<file path="src/rtl/wavegen_pkg.sv">
// Shared definitions for the wave generator duty control path.
//
// Contents:
//   - default duty limits and reset duty (percent, 7-bit unsigned)
//   - fixed duty mode encodings (duty_mode_e)
//   - duty controller FSM state enumeration (ctrl_state_e)
//   - settings_t: one complete set of duty settings (shadow or active copy)
//   - next_mode(): fixed mode advance sequence 00->01->10->11->00
package wavegen_pkg;

    localparam int unsigned PHASE_W = 12;
    localparam int unsigned DUTY_W  = 7;
    localparam int unsigned SWEEP_W = 8;

    localparam int unsigned DUTY_MIN_DEFAULT   = 1;
    localparam int unsigned DUTY_MAX_DEFAULT   = 99;
    localparam int unsigned DUTY_RESET_DEFAULT = 50;

    typedef enum logic [1:0] {
        ModeHalf    = 2'b00,
        ModeThird   = 2'b01,
        ModeQuarter = 2'b10,
        ModeSeventh = 2'b11
    } duty_mode_e;

    typedef enum logic [1:0] {
        StIdle  = 2'b00,
        StPend  = 2'b01,
        StSweep = 2'b10
    } ctrl_state_e;

    typedef struct packed {
        duty_mode_e        mode;
        logic [DUTY_W-1:0] duty;
        logic              cont;
    } settings_t;

    function automatic duty_mode_e next_mode(input duty_mode_e cur);
        logic [1:0] raw;
        raw = cur + 2'b01;
        return duty_mode_e'(raw);
    endfunction

endpackage

</file>
<file path="src/rtl/phase_wrap_detect.sv">
// Phase accumulator wrap detector.
//
// A wrap is a cycle in which the incoming phase is numerically below the
// phase seen on the previous cycle. The previous-phase register resets to 0,
// so the first cycle after reset can never report a wrap.
//
// Ports:
//   clk          in   system clock
//   rst          in   asynchronous, active-high reset
//   phase        in   current phase accumulator value
//   wrap         out  combinational wrap flag for the current cycle
//   period_tick  out  registered wrap flag (one cycle after the wrap cycle)
module phase_wrap_detect
    import wavegen_pkg::*;
(
    input  logic               clk,
    input  logic               rst,
    input  logic [PHASE_W-1:0] phase,
    output logic               wrap,
    output logic               period_tick
);

    logic [PHASE_W-1:0] prev_phase_q;
    logic               tick_q;

    assign wrap = (phase < prev_phase_q);

    always_ff @(posedge clk or posedge rst) begin
        if (rst) begin
            prev_phase_q <= '0;
            tick_q       <= 1'b0;
        end else begin
            prev_phase_q <= phase;
            tick_q       <= wrap;
        end
    end

    assign period_tick = tick_q;

endmodule

</file>
<file path="src/rtl/duty_controller.sv">
// Duty cycle controller for the square wave generator.
//
// User requests (buttons, mode advance, continuous select) and the automatic
// triangle sweep only ever modify a shadow copy of the settings. The active
// copy, which drives the outputs, reloads from the shadow on a phase wrap, so
// a running wave period is never cut short or glitched. A request arriving
// in the wrap cycle itself lands in the shadow after the copy and therefore
// takes effect at the following wrap.
//
// Ports:
//   clk             in   system clock
//   rst             in   asynchronous, active-high reset
//   phase           in   phase accumulator value (12 bit)
//   btn_up          in   pulse: continuous duty +1 (saturating)
//   btn_down        in   pulse: continuous duty -1 (saturating)
//   mode_next       in   pulse: advance fixed duty mode
//   cont_sel        in   level: 1 = continuous duty, 0 = fixed duty
//   sweep_en        in   level: automatic triangle sweep of continuous duty
//   sweep_periods   in   wave periods per sweep step (0 behaves as 1)
//   duty_mode       out  active fixed mode (00=1/2, 01=1/3, 10=1/4, 11=1/7)
//   duty_cont       out  active continuous duty in percent
//   cont_enable     out  active continuous-mode select
//   update_pending  out  shadow settings differ from active settings
//   period_tick     out  one-cycle pulse per detected phase wrap
module duty_controller
    import wavegen_pkg::*;
#(
    parameter int unsigned DUTY_MIN   = DUTY_MIN_DEFAULT,
    parameter int unsigned DUTY_MAX   = DUTY_MAX_DEFAULT,
    parameter int unsigned DUTY_RESET = DUTY_RESET_DEFAULT
) (
    input  logic                clk,
    input  logic                rst,
    input  logic [PHASE_W-1:0]  phase,
    input  logic                btn_up,
    input  logic                btn_down,
    input  logic                mode_next,
    input  logic                cont_sel,
    input  logic                sweep_en,
    input  logic [SWEEP_W-1:0]  sweep_periods,
    output logic [1:0]          duty_mode,
    output logic [DUTY_W-1:0]   duty_cont,
    output logic                cont_enable,
    output logic                update_pending,
    output logic                period_tick
);

    localparam logic [DUTY_W-1:0] DutyMinV   = DUTY_W'(DUTY_MIN);
    localparam logic [DUTY_W-1:0] DutyMaxV   = DUTY_W'(DUTY_MAX);
    localparam logic [DUTY_W-1:0] DutyResetV = DUTY_W'(DUTY_RESET);

    localparam settings_t SettingsReset = '{
        mode: ModeHalf,
        duty: DutyResetV,
        cont: 1'b0
    };

    // ------------------------------------------------------------------
    // Wrap detection
    // ------------------------------------------------------------------
    logic wrap;

    phase_wrap_detect u_wrap (
        .clk         (clk),
        .rst         (rst),
        .phase       (phase),
        .wrap        (wrap),
        .period_tick (period_tick)
    );

    // ------------------------------------------------------------------
    // State
    // ------------------------------------------------------------------
    ctrl_state_e        state_q,    state_d;
    settings_t          shadow_q,   shadow_d;
    settings_t          active_q,   active_d;
    logic [SWEEP_W-1:0] step_cnt_q, step_cnt_d;
    logic               dir_up_q,   dir_up_d;

    logic [SWEEP_W-1:0] periods_eff;
    logic               step_due;
    logic               req_up;
    logic               req_down;

    assign periods_eff = (sweep_periods == '0) ? SWEEP_W'(1) : sweep_periods;
    // Compare with one extra bit so the +1 cannot overflow.
    assign step_due    = ({1'b0, step_cnt_q} + 9'd1) >= {1'b0, periods_eff};

    // Simultaneous up and down cancel each other.
    assign req_up   = btn_up & ~btn_down;
    assign req_down = btn_down & ~btn_up;

    always_ff @(posedge clk or posedge rst) begin
        if (rst) begin
            state_q    <= StIdle;
            shadow_q   <= SettingsReset;
            active_q   <= SettingsReset;
            step_cnt_q <= '0;
            dir_up_q   <= 1'b1;
        end else begin
            state_q    <= state_d;
            shadow_q   <= shadow_d;
            active_q   <= active_d;
            step_cnt_q <= step_cnt_d;
            dir_up_q   <= dir_up_d;
        end
    end

    // ------------------------------------------------------------------
    // Next-state logic
    // ------------------------------------------------------------------
    always_comb begin
        state_d    = state_q;
        shadow_d   = shadow_q;
        active_d   = active_q;
        step_cnt_d = step_cnt_q;
        dir_up_d   = dir_up_q;

        // The active copy takes the shadow as it was before this edge.
        if (wrap) begin
            active_d = shadow_q;
        end

        case (state_q)
            StIdle, StPend: begin
                shadow_d.cont = cont_sel;
                step_cnt_d    = '0;

                // Bounds are checked before the step, so no wrap through 0/127.
                if (req_up && (shadow_q.duty < DutyMaxV)) begin
                    shadow_d.duty = shadow_q.duty + DUTY_W'(1);
                end else if (req_down && (shadow_q.duty > DutyMinV)) begin
                    shadow_d.duty = shadow_q.duty - DUTY_W'(1);
                end

                if (mode_next) begin
                    shadow_d.mode = next_mode(shadow_q.mode);
                end

                if (sweep_en) begin
                    state_d = StSweep;
                end else if (shadow_d != active_d) begin
                    state_d = StPend;
                end else begin
                    state_d = StIdle;
                end
            end

            StSweep: begin
                shadow_d.cont = 1'b1;

                if (wrap) begin
                    if (step_due) begin
                        step_cnt_d = '0;
                        // Reverse at a bound instead of stepping past it.
                        if (dir_up_q) begin
                            if (shadow_q.duty >= DutyMaxV) begin
                                dir_up_d      = 1'b0;
                                shadow_d.duty = shadow_q.duty - DUTY_W'(1);
                            end else begin
                                shadow_d.duty = shadow_q.duty + DUTY_W'(1);
                            end
                        end else begin
                            if (shadow_q.duty <= DutyMinV) begin
                                dir_up_d      = 1'b1;
                                shadow_d.duty = shadow_q.duty + DUTY_W'(1);
                            end else begin
                                shadow_d.duty = shadow_q.duty - DUTY_W'(1);
                            end
                        end
                    end else begin
                        step_cnt_d = step_cnt_q + SWEEP_W'(1);
                    end
                end

                // Shadow keeps the last sweep duty; IDLE re-evaluates pending.
                if (!sweep_en) begin
                    state_d = StIdle;
                end
            end

            default: begin
                state_d = StIdle;
            end
        endcase
    end

    // ------------------------------------------------------------------
    // Outputs
    // ------------------------------------------------------------------
    assign duty_mode      = active_q.mode;
    assign duty_cont      = active_q.duty;
    assign cont_enable    = active_q.cont;
    assign update_pending = (shadow_q != active_q);

endmodule

</file>
<file path="config.mk">
export PLATFORM = sky130hd
export DESIGN_NAME = duty_controller
export DESIGN_NICKNAME = d
export VERILOG_FILES = /design/src/rtl/wavegen_pkg.sv /design/src/rtl/phase_wrap_detect.sv /design/src/rtl/duty_controller.sv
export SDC_FILE = /design/constraint.sdc
export NUM_CORES = 1
export LEC_CHECK = 0
export BUFFER_PORTS_ARGS = -buffer_cell sky130_fd_sc_hd__buf_4
export CORE_AREA = 2 2 103 75
export DETAILED_ROUTE_END_ITERATION = 8
export DIE_AREA = 0 0 105 77
export PLACE_DENSITY_LB_ADDON = 0.1
export SYNTH_ARGS = -nofsm -noshare
export SYNTH_HDL_FRONTEND = slang
export SYNTH_HIERARCHICAL = 1
export SYNTH_SLANG_ARGS = --single-unit
export TNS_END_PERCENT = 1
</file>
<file path="constraint.sdc">
create_clock -name clk -period 4.7 [get_ports clk]
set_input_delay 0.94 -clock clk [delete_from_list [all_inputs] [get_ports clk]]
set_output_delay 0.94 -clock clk [all_outputs]
set_load 0.01 [all_outputs]
</file>
==> metrics.txt, run 1 <==
Post-Syn Area per Cell=~9.7 um2; Seq/Total Area, Yosys=35.8%; maximum vdd drop=between 0.15 and 0.2 mV; CP required=4.88 ns; area of the mapped netlist=between 0.003 and 0.004 mm2; Min-Delay Path Class=register to register; die height=between 70 and 80 um; CTS Buf Count=5; post-synthesis async set-or-reset flop share=100%; initial antenna violation count=0; clock sink count=44; EDFF count, synth=0; Clock Latency Late Sink=~0.3 ns; top cells by area, synth=dfrtp_1, ha_1, xnor2_1; Vias=2502; Initial Util=between 40% and 50%; Slew HR=45.1%; multiplexer share of the synthesized area=under 10%; Max Fclk=270 MHz; Reg clk slew, reported paths=0.08 ns; Compound-Gate Fraction of Synth Area=between 15 and 20%; drt pass-1 iters=4; post-route ant nets=0; status=finished clean; total gr overflow=0; total track usage=about a fifth; setup TNS=0 ns; adder-cell area share of the yosys netlist=9.29%; syn_nets=370; area fraction in and, or, nand and nor cells after synthesis=15.0%; DRC viols=0; largest net degree at the start of global routing=32; critical path arrival=3.88 ns; PwrDens=491 mW/mm2; CP Max Fanout=19; routability cong.=0.910; die area=0.00809 mm2; Placed Instances=448; routed len/inst=15.8 um; Worst-Margin Slew=0.821 ns; skew final=0.00866 ns; CTS tree=done; # port buffers=38; initial DRC count=between 150 and 200; Yosys reg bits=between 40 and 50; post-DP HPWL=between 5000 and 6000 um; vias per cell=5.49; # nets final=407; Fin. Hold Viols=0; Clock Path Buffers=2; # setup viols final=0; Final period util=about four fifths; Layout area overhead=16.4%; Final min period=3.70 ns; post-CTS setup buffer count=0; Setup CP Type=input port to register; Yosys top cell area share=29.9%; Synth Instances=320; xor and xnor area share after synthesis=9.77%; Pleak=between 1.5 and 2 nW; most frequent cell after synthesis=dfrtp_1; root buf cell=clkbuf_8; share of cells above drive strength 1=22.6%; CP startpoint kind=input port; final cell count without fillers=456; std cell rows=26; Ports=39; commonest cells in the netlist=dfrtp_1, inv_1, ha_1; Fillers=between 700 and 800; footprint of the multi-input gates=0.00183 mm2; die width=approximately 110 um; post-synth top area cell=dfrtp_1; CTS resizes=0; first-pass GRT wire length=between 10000 and 15000 um; Final Core Density=50.8%; synth unique cells=62; fin. max-slew vios=0; Ys Warns=6; Total Routed Length=between 7000 and 8000 um; # diodes=0; vias in the first global route=2447; # Max-Cap Violations=0; Core ar.=0.00709 mm2; Hold Buf Count CTS=0; RSZ-0062 raised after global routing=no; CP endpoint kind=register; H-tree depth reported by CTS=2; largest family of logic cells by synthesized area=compound AO/OA/AOI/OAI gates; Seq. cell area=~0.0011 mm2; Primary FF master, synth=dfrtp_1
==> per-layer routing <==
layer	track usage, %	vias to the layer above	part of all wire (%)
li1	-	1238	-
met4	3.60	0	0.85
met5	0	-	0
met2	25.8	99	39
met1	30.0	1154	52
met3	4.51	11	8.1
==> stage by stage <==
step                      hold slack, ns  power (W)  setup WS [ns]  instance area (um2)
after floorplan                    0.480    0.00123          0.989                 3100
after global placement             0.524    0.00147          0.776                 3490
after detailed placement           0.514    0.00148          0.691                 3490
after CTS                          0.530    0.00178           1.01                 3600
after global routing               0.568    0.00190          0.797                 3600
final                              0.517    0.00177          0.997                 3600
==> power breakdown <==
group / internal (W) / switching [W]
registers: 0.000489 / 0.000196
logic: 0.000391 / 0.000401
clock network: 0.000157 / 0.000135
total: 0.00104 / 0.000733
==> final cells by class <==
cell class | instances | area share, %
Multi-Input combinational cell | 232 | 50.7
Sequential cell | 44 | 30.8
Timing Repair Buffer | 41 | 8.54
Inverter | 33 | 3.44
Tap cell | 98 | 3.40
Clock buffer | 5 | 1.91
Clock inverter | 3 | 1.18
==> cells by family after synthesis <==
| family | count (synthesis) |
|---|---|
| mux | 19 |
| fa+ha+maj | 23 |
| simple gates | 84 |
| buf+inv | 44 |
| flops | 44 |
| xor+xnor | 33 |
| compound gates | 73 |
==> worst paths after layout <==
kind                            depth (start not counted)                      to  slack (ns)                   start
max in group asynchronous                               3            duty_cont[4]        3.64                     rst
worst max register to register                         12              state_q[0]        1.39  u_wrap/prev_phase_q[1]
worst min-delay path                                    1             shadow_q[9]        0.52             shadow_q[9]
worst min register to register                          1             shadow_q[9]        0.52             shadow_q[9]
min in group asynchronous                               2  u_wrap/prev_phase_q[9]        0.68                     rst
worst max-delay path                                   12              state_q[0]         1.0                phase[1]
==> registers in the layout (all words and copies together) (netlist names) <==
register	count
u_wrap/prev_phase_q	12
shadow_q	10
step_cnt_q	8
duty_cont	7
duty_mode	2
state_q	2
cont_enable	1
dir_up_q	1
u_wrap/period_tick	1
==> worst max-delay path, cell delays in order <==
cell	delay (ns)
buf_4	0.11
ha_1	0.20
or3b_1	0.38
o2111ai_1	0.11
a31oi_1	0.15
a2111oi_4	0.45
buf_4	0.32
mux2i_1	0.33
xnor3_1	0.26
nor4_1	0.16
a31oi_1	0.06
o41a_1	0.40
==> placed cells by master, fill, tap and decap left out, types with 4 or more instances in the layout <==
master    instances
a21oi_1          11
a311oi_1          4
inv_1            33
ha_1             23
nand3_1          14
a31oi_1           7
dfstp_2           7
nor2b_1           4
dfrtp_1          37
a22o_1            4
o21ai_0          10
and2_1            4
xor2_1           10
nand2_1          17
clkbuf_8          5
mux2_2           14
xnor2_1          22
buf_4            41
nor2_1           12
nand4_1           6
mux2i_1           5
Note: power is estimated with default switching activity, not from simulation.
==> inputs of run 2 (changes only) <==
ABC_AREA = 1   (was unset)
CORE_AREA = 2 2 106 77   (was 2 2 103 75)
DIE_AREA = 0 0 108 79   (was 0 0 105 77)
clock period = 3.4 ns   (was 4.7 ns; I/O delays follow)
==> metrics.txt, run 2 <==
CTS tree=done; Final min period=2.67 ns; met1 Resource Use GR=31.5%; Seq/Total Area, Yosys=around 34%; Clock Latency Late Sink=0.31 ns; area of the mapped netlist=between 0.003 and 0.004 mm2; CP endpoint kind=register; global routing's busiest layer=met1; skew final=0.0128 ns; most frequent cells in the layout=nand2_1, inv_1, nand3_1; post-CTS setup buffer count=0; # setup viols final=0; CP required=around 3.6 ns; CP startpoint kind=register; # port buffers=38; Max Fclk=roughly 370 MHz; Final period util=78.5%; combinational group share of total power=49.6%; P_sw=0.00114 W; total gr overflow=0; Hold Buf Count CTS=0; Post-Syn Area per Cell=7.19 um2; vias per cell=4.83; first-pass GRT wire length=13000 um; RSZ-0062 raised after global routing=no; P_int=0.00126 W; WHS=0.364 ns; final setup margin=0.732 ns; initial DRC count=177; syn_nets=around 510; synth unique cells=44; total track usage=19.2%; EDFF count, synth=0; top cells by area, synth=dfrtp_1, nand2_1, ha_1; CP Max Fanout=6; status=finished clean; die height=around 80 um; Fin. Hold Viols=0; Seq. cell area=between 0.001 and 0.0015 mm2; Layout area overhead=13.8%; routability cong.=approximately 0.9; die area=around 0.0085 mm2; area fraction in and, or, nand and nor cells after synthesis=33.3%; Synth Instances=457; pre-CTS setup slack=0.526 ns; DRC viols=0; Initial Util=between 40 and 50%; most frequent cell after synthesis=nand2_1; vias in the first global route=roughly 2600; Worst-Margin Slew=0.561 ns; routed len/inst=12.6 um; Primary FF master, synth=dfrtp_1; multiplexer share of the synthesized area=0%; post-DP HPWL=6130 um; commonest cells in the netlist=nand2_1, inv_1, nand3_1; Top Registers=u_wrap/prev_phase_q x12, shadow_q x10, step_cnt_q x8; total power=between 0.002 and 0.0025 W; maximum vdd drop=0.268 mV; clock share of power=~15%; met2 Usage GRT=25.0%; H-tree depth reported by CTS=2; largest net degree at the start of global routing=22; Ys Warns=6; Vias=2879; clock sink count=44; largest family of logic cells by synthesized area=simple AND/OR/NAND/NOR gates; critical path arrival=2.87 ns; # diodes=0; Min-Delay Path Class=input port to async pin; Fillers=771; adder-cell area share of the yosys netlist=~8.8%; xor and xnor area share after synthesis=5.86%; std cell rows=27; footprint of the multi-input gates=0.00184 mm2; CTS resizes=0; die width=108 um; Yosys reg bits=44; Yosys top cell area share=28.2%; Largest Register=u_wrap/prev_phase_q; met3 usage in global routing=4.11%; commonest non-fill, non-tap cell in the layout=nand2_1; drt pass-1 iters=4; CTS Buf Count=5; Core ar.=between 0.007 and 0.008 mm2; initial antenna violation count=0; post-synthesis async set-or-reset flop share=100%; Setup CP Type=register to register; Slew HR=62.6%; Clock Path Buffers=2; Pleak=just over 2 nW; Total Routed Length=7510 um; root buf cell=clkbuf_8; post-route ant nets=0; share of cells above drive strength 1=16.0%; Ports=39; # nets final=544; sequential share of power=35.6%; Reg clk slew, reported paths=approximately 0.10 ns; number of flip-flops under the largest register name=12; fin. max-slew vios=0; Sw Share=47.4%; Compound-Gate Fraction of Synth Area=7.92%; post-synth top area cell=dfrtp_1; PwrDens=642 mW/mm2; # Max-Cap Violations=0; setup TNS=0 ns
run 2: changes by cell type after synthesis, sizes merged, moves of 5 or more:
cell | before | now
a31oi | 7 | 0
inv | 33 | 71
mux2 | 14 | 0
mux2i | 5 | 0
nand2 | 17 | 141
nand3 | 14 | 48
nor2 | 12 | 31
o21ai | 13 | 25
xnor2 | 22 | 4
xor2 | 10 | 18
run 2: logic make-up after synthesis:
logic type | count (synthesis)
flip-flops | 44
AND/OR/NAND/NOR | 240
XOR/XNOR | 22
buffers and inverters | 82
AO/OA/AOI/OAI | 46
adder cells (fa/ha/maj) | 23
run 2: routing by layer:
layer	vias up	share of wire [%]
li1	1524	-
met4	0	0.87
met2	80	37
met1	1269	56
met3	6	6.4
met5	-	0
run 2: critical path: stages, from the launching register on:
cell and delay (ns):
dfrtp_1 0.39, inv_1 0.07, nor3_1 0.30, nand3_1 0.17, nor3_1 0.21, xor2_1 0.23, ha_1 0.29, nand4_1 0.11
nor2_1 0.05, nor2_1 0.15, nand3_1 0.24, nand2_1 0.20, nand2_1 0.06, nand2_1 0.06, nand2_1 0.05
run 2: stage by stage:
stage / cells / cell area, um2 / utilization [%]
floorplan: 457 / 3290 / -
global placement: 588 / 3650 / 48.0
detailed placement: 588 / 3650 / 48.0
CTS: 596 / 3740 / 49.2
global route: 596 / 3740 / 49.2
finish: 596 / 3740 / 49.2
run 2: power groups by stage:
stage / logic (W) / registers [W] / clock network [W]
after floorplan: 0.000969 / 0.000750 / 0
after global placement: 0.00118 / 0.000864 / 0
after detailed placement: 0.00118 / 0.000862 / 0
after CTS: 0.00118 / 0.000852 / 0.000362
after global routing: 0.00135 / 0.000876 / 0.000393
final: 0.00119 / 0.000856 / 0.000356
run 2: cell type report:
cell class	count	share of cell area (%)
Inverter	71	7.12
Sequential cell	44	29.7
Timing Repair Buffer	41	8.23
Clock inverter	3	0.669
Multi-Input combinational cell	331	49.1
Tap cell	101	3.38
Clock buffer	5	1.84
run 2: final timing paths:
check	from	to	slack [ns]	cells after the start
max in group asynchronous	rst	shadow_q[6]	2.33	3
min in group clk	phase[0]	u_wrap/prev_phase_q[0]	0.48	1
max	step_cnt_q[2]	shadow_q[1]	0.73	14
max reg2reg	step_cnt_q[2]	shadow_q[1]	0.73	14
min reg2reg	dir_up_q	dir_up_q	0.50	2
min	rst	shadow_q[0]	0.36	2
